==> src/rtl/alu.sv <==
// alu: MIPS execute-stage ALU with registered result, next PC and branch-taken flag.
// Define ALU_OVERFLOW_EN to add the registered signed-overflow output alu_overflow.
module alu #(
    parameter int DWIDTH    = 32,
    parameter int IMM_WIDTH = 16,
    parameter int PC_WIDTH  = 32
) (
    input  logic                 a_i_clk,
    input  logic                 a_i_rst,
    input  logic                 a_i_stall,
    input  logic [DWIDTH-1:0]    a_i_data_rs,
    input  logic [DWIDTH-1:0]    a_i_data_rt,
    input  logic [IMM_WIDTH-1:0] a_i_imm,
    input  logic [4:0]           a_i_funct,
    input  logic                 a_i_alu_src,
    input  logic [PC_WIDTH-1:0]  a_i_pc,
`ifdef ALU_OVERFLOW_EN
    output logic                 alu_overflow,
`endif
    output logic [DWIDTH-1:0]    alu_value,
    output logic [PC_WIDTH-1:0]  alu_pc,
    output logic                 alu_taken
);
    logic                zext, taken;
    logic [DWIDTH-1:0]   ext_imm, b, sum, diff, br_diff, value;
    logic [4:0]          shamt;
    logic [PC_WIDTH-1:0] pc_inc, br_off, pc_next;
    assign zext    = a_i_funct inside {5'd2, 5'd3, 5'd4};
    assign ext_imm = {{(DWIDTH-IMM_WIDTH){zext ? 1'b0 : a_i_imm[IMM_WIDTH-1]}}, a_i_imm};
    assign b       = a_i_alu_src ? ext_imm : a_i_data_rt;
    assign shamt   = b[4:0];
    assign sum     = a_i_data_rs + b;
    assign diff    = a_i_data_rs - b;
    // Branches always compare rs against rt, never against the immediate.
    assign br_diff = a_i_data_rs - a_i_data_rt;
    always_comb begin
        value = '0;
        case (a_i_funct)
            5'd0:  value = sum;
            5'd1:  value = diff;
            5'd2:  value = a_i_data_rs & b;
            5'd3:  value = a_i_data_rs | b;
            5'd4:  value = a_i_data_rs ^ b;
            5'd5:  value = ~(a_i_data_rs | b);
            5'd6:  value = {{(DWIDTH-1){1'b0}}, $signed(a_i_data_rs) < $signed(b)};
            5'd7:  value = {{(DWIDTH-1){1'b0}}, a_i_data_rs < b};
            5'd8:  value = a_i_data_rs << shamt;
            5'd9:  value = a_i_data_rs >> shamt;
            5'd10: value = $signed(a_i_data_rs) >>> shamt;
            5'd11: value = ext_imm << 16;
            5'd12, 5'd13, 5'd14, 5'd15: value = br_diff;
            default: value = '0;
        endcase
    end
    assign taken = (a_i_funct == 5'd12 && a_i_data_rs != a_i_data_rt) ||
                   (a_i_funct == 5'd13 &&  a_i_data_rs[DWIDTH-1]) ||
                   (a_i_funct == 5'd14 && !a_i_data_rs[DWIDTH-1]) ||
                   (a_i_funct == 5'd15 && a_i_data_rs == a_i_data_rt);
    assign pc_inc  = a_i_pc + PC_WIDTH'(4);
    assign br_off  = {{(PC_WIDTH-IMM_WIDTH-2){a_i_imm[IMM_WIDTH-1]}}, a_i_imm, 2'b00};
    assign pc_next = pc_inc + (taken ? br_off : '0);
`ifdef ALU_OVERFLOW_EN
    logic ovf;
    assign ovf = (a_i_funct == 5'd0 && a_i_data_rs[DWIDTH-1] == b[DWIDTH-1] && sum[DWIDTH-1] != a_i_data_rs[DWIDTH-1]) ||
                 (a_i_funct == 5'd1 && a_i_data_rs[DWIDTH-1] != b[DWIDTH-1] && diff[DWIDTH-1] != a_i_data_rs[DWIDTH-1]);
    always_ff @(posedge a_i_clk or negedge a_i_rst) begin
        if (!a_i_rst) alu_overflow <= 1'b0;
        else if (!a_i_stall) alu_overflow <= ovf;
    end
`endif
    always_ff @(posedge a_i_clk or negedge a_i_rst) begin
        if (!a_i_rst) begin
            alu_value <= '0;
            alu_pc    <= '0;
            alu_taken <= 1'b0;
        end else if (!a_i_stall) begin
            alu_value <= value;
            alu_pc    <= pc_next;
            alu_taken <= taken;
        end
    end
endmodule

==> config.mk <==
export PLATFORM = sky130hd
export DESIGN_NAME = alu
export DESIGN_NICKNAME = d
export VERILOG_FILES = /design/src/rtl/alu.sv
export SDC_FILE = /design/constraint.sdc
export NUM_CORES = 1
export LEC_CHECK = 0
export BUFFER_PORTS_ARGS = -buffer_cell sky130_fd_sc_hd__clkbuf_2
export CORE_ASPECT_RATIO = 1.25
export CORE_UTILIZATION = 50
export DETAILED_ROUTE_END_ITERATION = 12
export PLACE_DENSITY = 0.7
export SYNTH_ARGS = -nofsm -noshare
export SYNTH_HDL_FRONTEND = slang
export SYNTH_SLANG_ARGS = --single-unit
==> constraint.sdc <==
create_clock -name a_i_clk -period 1.4 [get_ports a_i_clk]
set_input_delay 0.21 -clock a_i_clk [delete_from_list [all_inputs] [get_ports a_i_clk]]
set_output_delay 0.21 -clock a_i_clk [all_outputs]
set_load 0.02 [all_outputs]
==> reports/results.tsv, run 1 <==
stage	metric	value	unit
die	die width	160.2	um
clock_tree	CTS max path bufs	2	
die	initial core utilization	50.61	%
placement	GPL Wtd Cong	1.195	
synthesis	top cells by area, synth	ha_1, dfrtp_1, a21oi_1, mux2i_1, nand2_1	
synthesis	Avg Cell Area, Syn	7.089	um^2
synthesis	Synth Net Count	2517	
synthesis	Synth top area share	14.88	%
timing	worst ep type	sequential cell input	
outcome	failing step	5_1_grt	
synthesis	Post-synth top flop	dfrtp_1	
placement	dpl ws	-3.828	ns
clock_tree	# clock sinks	65	
outcome	status	did not finish	
synthesis	cell count after synthesis	2206	
outcome	stop err	[ERROR GRT-0232] Routing congestion too high. Check the congestion heatmap in the GUI.	
placement	post-placement cell area	23530	um^2
synthesis	Yosys warning count	0	
synthesis	post-synthesis cell type count	81	
synthesis	largest area contributor in the netlist	ha_1	
die	DIE HEIGHT	199.7	um
synthesis	ys async rst share	100.0	%
clock_tree	CTS Buf Count	9	
grt	Tot GR Track Use	86.51	%
grt	largest net degree at the start of global routing	65	
clock_tree	Root Driver	clkbuf_16	
die	Ports	186	
placement	Final HPWL DP	71320	um
clock_tree	H-tree Lvls	3	
synthesis	synthesized area	15640	um^2
placement	port bufs	185	
grt	global route total overflow	557	
synthesis	synthesis-stage register bit count	65	
die	row count	72	
timing	GR repair worst EP	alu_pc[29]$_DFFE_PN0N_/D	
synthesis	EDFF count, synth	0	
synthesis	register area share after synthesis	10.40	%
Yosys cell counts (9+ instances only):
| library cell | number |
|---|---|
| a21o_1 | 30 |
| a21oi_1 | 203 |
| o31ai_1 | 12 |
| or2_2 | 10 |
| a21boi_0 | 13 |
| buf_1 | 13 |
| and2_1 | 24 |
| dfrtp_1 | 65 |
| nand3_1 | 38 |
| buf_2 | 27 |
| nor4_1 | 15 |
| a211oi_1 | 39 |
| xor2_1 | 25 |
| o21a_1 | 9 |
| a221oi_1 | 30 |
| o21bai_1 | 20 |
| or3_1 | 11 |
| o21ai_0 | 165 |
| mux2i_1 | 99 |
| a31oi_1 | 24 |
| a222oi_1 | 10 |
| xnor2_1 | 35 |
| nor3_1 | 51 |
| o221ai_1 | 14 |
| and3_1 | 14 |
| nand2b_1 | 28 |
| nor3b_1 | 10 |
| nor2b_1 | 19 |
| o211ai_1 | 47 |
| a41oi_1 | 10 |
| a22oi_1 | 17 |
| mux4_2 | 19 |
| ha_1 | 186 |
| a221o_1 | 12 |
| clkbuf_1 | 100 |
| nand4_1 | 21 |
| nor2_1 | 209 |
| nand2_1 | 225 |
| o22ai_1 | 25 |
| inv_1 | 140 |
per-layer routing:
| metal | global-route usage [%] | overflow |
|---|---|---|
| met1 | 82.99 | 9 |
| met2 | 102.5 | 342 |
| met4 | 96.83 | 198 |
| met5 | 42.73 | 0 |
| met3 | 71.61 | 8 |
stage by stage:
stage                     TNS [ns]  cells
after floorplan            -121.85   2206
after global placement     -159.34   3457
after detailed placement   -164.96   3457
after CTS                  -122.64   3540
kinds of logic after synthesis:
group / count (synthesis) / synth area share (%)
adders and majority gates: 190 / 15.39
and+or+nand+nor: 691 / 20.28
muxes: 128 / 9.881
xor gates and xnor gates: 60 / 3.360
DFF: 65 / 10.40
AOI/OAI and AO/OA: 784 / 33.36
buffers and inverters: 288 / 7.321
timing repair:
item | in CTS
setup buffers | 63
endpoints found under the hold margin | 65
gates cloned | 9
endpoints found under the setup margin | 63
gates resized for setup | 372
pin swaps | 135
hold buffers | 1
==> run 2, diff against run 1 <==
--- a/config.mk
+++ b/config.mk
@@ -6,10 +6,9 @@
 export NUM_CORES = 1
 export LEC_CHECK = 0
 export BUFFER_PORTS_ARGS = -buffer_cell sky130_fd_sc_hd__clkbuf_2
-export CORE_ASPECT_RATIO = 1.25
-export CORE_UTILIZATION = 50
+export CORE_UTILIZATION = 35
 export DETAILED_ROUTE_END_ITERATION = 12
-export PLACE_DENSITY = 0.7
+export PLACE_DENSITY_LB_ADDON = 0.15
 export SYNTH_ARGS = -nofsm -noshare
 export SYNTH_HDL_FRONTEND = slang
 export SYNTH_SLANG_ARGS = --single-unit
==> run 2 against run 1 <==
The flow now finishes, with violations (negative setup slack). Synthesized area unchanged. Synthesized cell count is the same.
==> reports/results.tsv, run 2 <==
stage	metric	value	unit	change
cells_and_area	share of cells above drive strength 1	51.45	%	
clock_tree	clk slew on worst S/H paths	0.07	ns	
timing	final setup violation count	63		
synthesis	register area share after synthesis	10.40	%	unchanged
power	sw frac	47.00	%	
worst_setup_path	worst-path fanout max	5		
synthesis	largest area contributor in the netlist	ha_1		unchanged
routing	drt pass-1 iters	6		
power	Clk pwr share	13.1	%	
timing	WHS	0.07957	ns	
worst_setup_path	Crit path arrival time	4.73	ns	
cells_and_area	fill count	3877		
worst_setup_path	R2R cell count	6		
grt	first-pass GRT wire length	143000	um	
cells_and_area	Nets	3517		
worst_setup_path	largest stage delay on the critical path	0.49	ns	
synthesis	Synth top area share	14.88	%	unchanged
timing	Setup Skew	0	ns	
routing	ANT nets after route	0		
routing	wire per inst	26.90	um	
cells_and_area	Layout area overhead	82.22	%	
worst_setup_path	CP max stage cell	or4_4		
placement	port bufs	185		unchanged
grt	Tot GR Track Use	43.24	%	
timing	fin crit share	319.9	%	
synthesis	Synth Net Count	2517		unchanged
worst_hold_path	Min-Delay Path Depth	2		
worst_setup_path	required time of the critical path	1.65	ns	
timing	Max Slew Vio Count	0		
clock_tree	CTS max path bufs	2		unchanged
placement	GPL Wtd Cong	1.059		was 1.195
cells_and_area	biggest regs	alu_pc x32, alu_value x32, alu_taken x1		
power	leakage	13.09	nW	
synthesis	Synth Area in Compound Gates	33.36	%	unchanged
worst_setup_path	Setup crit start kind	input pin		
synthesis	Yosys warning count	0		unchanged
timing	fmax	223.3	MHz	
die	die area	45530	um^2	
synthesis	synthesis-stage register bit count	65		unchanged
grt	largest net degree at the start of global routing	69		
clock_tree	Root Driver	clkbuf_16		unchanged
routing	Total Wirelength	102300	um	
cells_and_area	Final Util	64.58	%	
synthesis	synthesized area	15640	um^2	unchanged
synthesis	top cells by count, synth	nand2_1, nor2_1, a21oi_1		unchanged
die	die width	213.4	um	was 160.2 um
worst_hold_path	type of the tightest min-delay check	in2reg		
clock_tree	CTS Buf Count	9		unchanged
cells_and_area	most common cell after layout, fill and taps aside	buf_4		
die	Ports	186		unchanged
synthesis	Simple-Gate Fraction of Synth Area	20.28	%	unchanged
grt	vias in the first global route	21980		
routing	via density per instance	6.104		
outcome	violated checks	negative setup slack		
worst_setup_path	CP dominant cell by count	ha_4		
worst_setup_path	CP cell instances	clkbuf_2 -> ha_4 -> nand3_4 -> or4_4 -> nor4_4 -> mux2_4 -> o311ai_4 -> and2_4 -> ha_4 -> ha_4 -> inv_2 -> fa_2 -> nor2b_2 -> o31a_1 -> o211a_1 -> a22o_1 -> a211o_1 -> a2111oi_4 -> o41ai_2 -> xnor2_1 -> o21ai_1		
synthesis	largest family of logic cells by synthesized area	compound AO/OA/AOI/OAI gates		unchanged
routing	via count	23220		
power	sequential share of power	12.7	%	
clock_tree	# clock sinks	65		unchanged
synthesis	most numerous cell in the Yosys netlist	nand2_1		unchanged
die	DIE HEIGHT	213.4	um	was 199.7 um
die	core area	44120	um^2	
clock_tree	H-tree Lvls	3		unchanged
synthesis	post-synthesis mux area share	9.881	%	unchanged
timing	Slew headroom	54.60	%	
power	Pint	9.466	mW	
power	Peak supply drop	582.2	uV	
placement	dpl ws	-3.887	ns	was -3.828 ns
synthesis	xor/xnor share of the synthesized area	3.360	%	unchanged
synthesis	post-synthesis cell type count	81		unchanged
synthesis	top cells by area, synth	ha_1, dfrtp_1, a21oi_1, mux2i_1, nand2_1		unchanged
power	PwrDens	626.8	nW/um^2	
synthesis	cell count after synthesis	2206		unchanged
clock_tree	CTS tree	built		
timing	Period minus WS final	4.479	ns	
routing	DRT iter0 DRCs	2456		
grt	global route total overflow	0		
cells_and_area	most frequent cells in the layout	buf_4, nand2_1, nor2_1		
timing	final worst slack	-3.079	ns	
flow_run	Max Cap Viol	0		
clock_tree	Clk Latency, worst-skew pair	0.36	ns	
die	row count	77		was 72
worst_setup_path	endpoint class of the critical path	flop		
timing	worst slew pin tran	0.6809	ns	
worst_setup_path	CP Class	in2reg		
synthesis	Synth Area in Adders	15.39	%	unchanged
placement	Final HPWL DP	80410	um	was 71320 um
synthesis	Post-synth top flop	dfrtp_1		unchanged
timing	RSZ-0062 raised after global routing	yes		
power	sw power	8.396	mW	
synthesis	ys async rst share	100.0	%	unchanged
synthesis	Avg Cell Area, Syn	7.089	um^2	unchanged
grt	antenna violations before repair	0		
die	initial core utilization	35.44	%	was 50.61%
power	Comb pwr share	74.2	%	
power	overall power	17.86	mW	
timing	Hold Vio Cnt, Final	0		
routing	DRC violations left	0		
synthesis	EDFF count, synth	0		unchanged
outcome	status	complete, but fails checks		was did not finish
run 2: cell counts after synthesis:
Identical to the previous run, type by type.
run 2: worst max-delay path: cells and delay by family:
family,cells,cell delay (ns)
adder cells (fa/ha/maj),4,0.87
AND/OR/NAND/NOR,5,1.08
buffers and inverters,2,0.22
multiplexers,1,0.36
AO/OA/AOI/OAI,8,1.80
XOR/XNOR,1,0.17
run 2: final timing paths:
check	end	start	slack, ns
min in group asynchronous	alu_value[0]	a_i_rst	0.29
hold reg to reg	alu_pc[10]	alu_pc[10]	0.48
max in group asynchronous	alu_value[29]	a_i_rst	0.62
setup / recovery	alu_pc[29]	a_i_data_rs[10]	-3.08
setup reg to reg	alu_value[15]	alu_value[15]	-0.43
hold / removal	alu_pc[1]	a_i_pc[1]	0.08
run 2: through the flow:
| stage | cell area (um^2) | cells | TNS (ns) |
|---|---|---|---|
| final | 28500 | 3804 | -124.73 |
| after global routing | 28490 | 3803 | -129.36 |
| after CTS | 27210 | 3775 | -126.30 |
| after detailed placement | 24150 | 3680 | -170.27 |
| after global placement | 24150 | 3680 | -167.99 |
| after floorplan | 16840 | 2206 | -121.85 |
run 2: per-layer routing:
layer | vias up | share of wire (%) | track usage [%]
met5 | - | 0 | 0
met4 | 0 | 5.5 | 20.00
met3 | 303 | 10 | 8.905
met2 | 1374 | 42 | 64.81
met1 | 11310 | 42 | 59.11
li1 | 10230 | - | -
run 2: power by group through the flow:
stage | Sequential, mW | Combinational (mW) | Clock [mW]
detailed placement | 2.29 | 10.6 | 0
floorplan | 2.53 | 4.95 | 0
global route | 2.28 | 13.8 | 2.41
CTS | 2.26 | 12.2 | 2.37
finish | 2.26 | 13.3 | 2.35
global placement | 2.28 | 10.6 | 0
run 2: cell type report:
type	instances	area (um^2)	share of cell area, %
Antenna cell	1	2.502	0.008781
Multi-Input combinational cell	1854	16150	56.68
Inverter	143	589.3	2.068
Clock inverter	7	56.30	0.1976
Clock buffer	9	225.2	0.7903
Tap cell	592	740.7	2.599
Sequential cell	65	1627	5.708
Timing Repair Buffer	1133	9104	31.95
run 2: repair_timing:
item	in CTS	in global routing
gates resized for setup	422	262
pin swaps	129	127
setup endpoints to repair	63	63
buffers inserted	75	38
hold endpoints to repair	16	0
gates cloned	9	0
hold buffers	1	0
run 2: cells by family (layout without fill, tap and decap cells):
family	Yosys count	after routing
compound gates	784	785
xor+xnor	60	60
fa+ha+maj	190	190
buf+inv	288	1292
flops	65	65
mux	128	128
other cells	0	1
simple gates	691	691
No activity file was read; power rests on OpenSTA's default activity.
==> run 3, diff against run 2 <==
--- a/config.mk
+++ b/config.mk
@@ -6,8 +6,11 @@
 export NUM_CORES = 1
 export LEC_CHECK = 0
 export BUFFER_PORTS_ARGS = -buffer_cell sky130_fd_sc_hd__clkbuf_2
+export CELL_PAD_IN_SITES_DETAIL_PLACEMENT = 1
+export CELL_PAD_IN_SITES_GLOBAL_PLACEMENT = 1
 export CORE_UTILIZATION = 35
 export DETAILED_ROUTE_END_ITERATION = 12
+export GPL_ROUTABILITY_DRIVEN = 0
 export PLACE_DENSITY_LB_ADDON = 0.15
 export SYNTH_ARGS = -nofsm -noshare
 export SYNTH_HDL_FRONTEND = slang
==> constraint.sdc (replaced) <==
create_clock -name a_i_clk -period 1.4 [get_ports a_i_clk]
set_input_delay 0.21 -clock a_i_clk [delete_from_list [all_inputs] [get_ports a_i_clk]]
set_output_delay 0.21 -clock a_i_clk [all_outputs]
set_load 0.1 [all_outputs]
==> run 3 against run 2 <==
The flow now stops in 5_1_grt. Synthesized cell count did not move. Synthesized area did not move.
==> reports/results.tsv, run 3 <==
stage	metric	value	unit	change
synthesis	largest area contributor in the netlist	ha_1		unchanged
synthesis	ys async rst share	100.0	%	unchanged
clock_tree	CTS Buf Count	9		unchanged
synthesis	synthesis-stage register bit count	65		unchanged
die	DIE HEIGHT	213.4	um	unchanged
clock_tree	Root Driver	clkbuf_16		unchanged
die	row count	77		unchanged
outcome	failing step	5_1_grt		
synthesis	Synth top area share	14.88	%	unchanged
placement	dpl ws	-4.006	ns	was -3.887 ns
clock_tree	CTS max path bufs	2		unchanged
synthesis	Synth Net Count	2517		unchanged
timing	worst ep type	sequential cell input		
synthesis	top cells by count, synth	nand2_1, nor2_1, a21oi_1		unchanged
outcome	stop err	[ERROR GRT-0232] Routing congestion too high. Check the congestion heatmap in the GUI.		
clock_tree	H-tree Lvls	3		unchanged
die	initial core utilization	35.44	%	unchanged
clock_tree	# clock sinks	65		unchanged
synthesis	Yosys warning count	0		unchanged
placement	port bufs	185		unchanged
synthesis	synthesized area	15640	um^2	unchanged
synthesis	EDFF count, synth	0		unchanged
grt	Tot GR Track Use	65.35	%	
synthesis	post-synthesis cell type count	81		unchanged
placement	Final HPWL DP	79350	um	was 80410 um
synthesis	register area share after synthesis	10.40	%	unchanged
synthesis	most numerous cell in the Yosys netlist	nand2_1		unchanged
synthesis	cell count after synthesis	2206		unchanged
die	Ports	186		unchanged
synthesis	top cells by area, synth	ha_1, dfrtp_1, a21oi_1, mux2i_1, nand2_1		unchanged
synthesis	Avg Cell Area, Syn	7.089	um^2	unchanged
grt	largest net degree at the start of global routing	54		
grt	global route total overflow	37		
die	die width	213.4	um	unchanged
placement	Inst Count DP	3625		was 3680
outcome	status	did not finish		was complete, but fails checks
timing	GR repair worst EP	alu_pc[25]$_DFFE_PN0N_/D		
synthesis	Post-synth top flop	dfrtp_1		unchanged
run 3: repair_timing:
item / in CTS
resized for setup: 299
buffers inserted: 52
setup endpoints to repair: 64
hold buffers: 1
pin swaps: 79
cloned: 6
endpoints found under the hold margin: 54
run 3: routing by layer:
metal / overflow / global-route usage [%]
met4: 24 / 68.74
met2: 11 / 85.48
met1: 0 / 63.93
met5: 0 / 16.59
met3: 2 / 45.96
run 3: cell families after synthesis:
family	after synthesis	synth area share, %
xor gates and xnor gates	60	3.360
muxes	128	9.881
adders and majority gates	190	15.39
buffers and inverters	288	7.321
and+or+nand+nor	691	20.28
AOI/OAI and AO/OA	784	33.36
DFF	65	10.40
run 3: per-stage QoR:
| stage | instance area, um^2 | hold WS (ns) |
|---|---|---|
| floorplan | 16840 | -0.08559 |
| global placement | 24130 | 0.07290 |
| detailed placement | 24130 | 0.08163 |
| CTS | 26330 | 0.05922 |
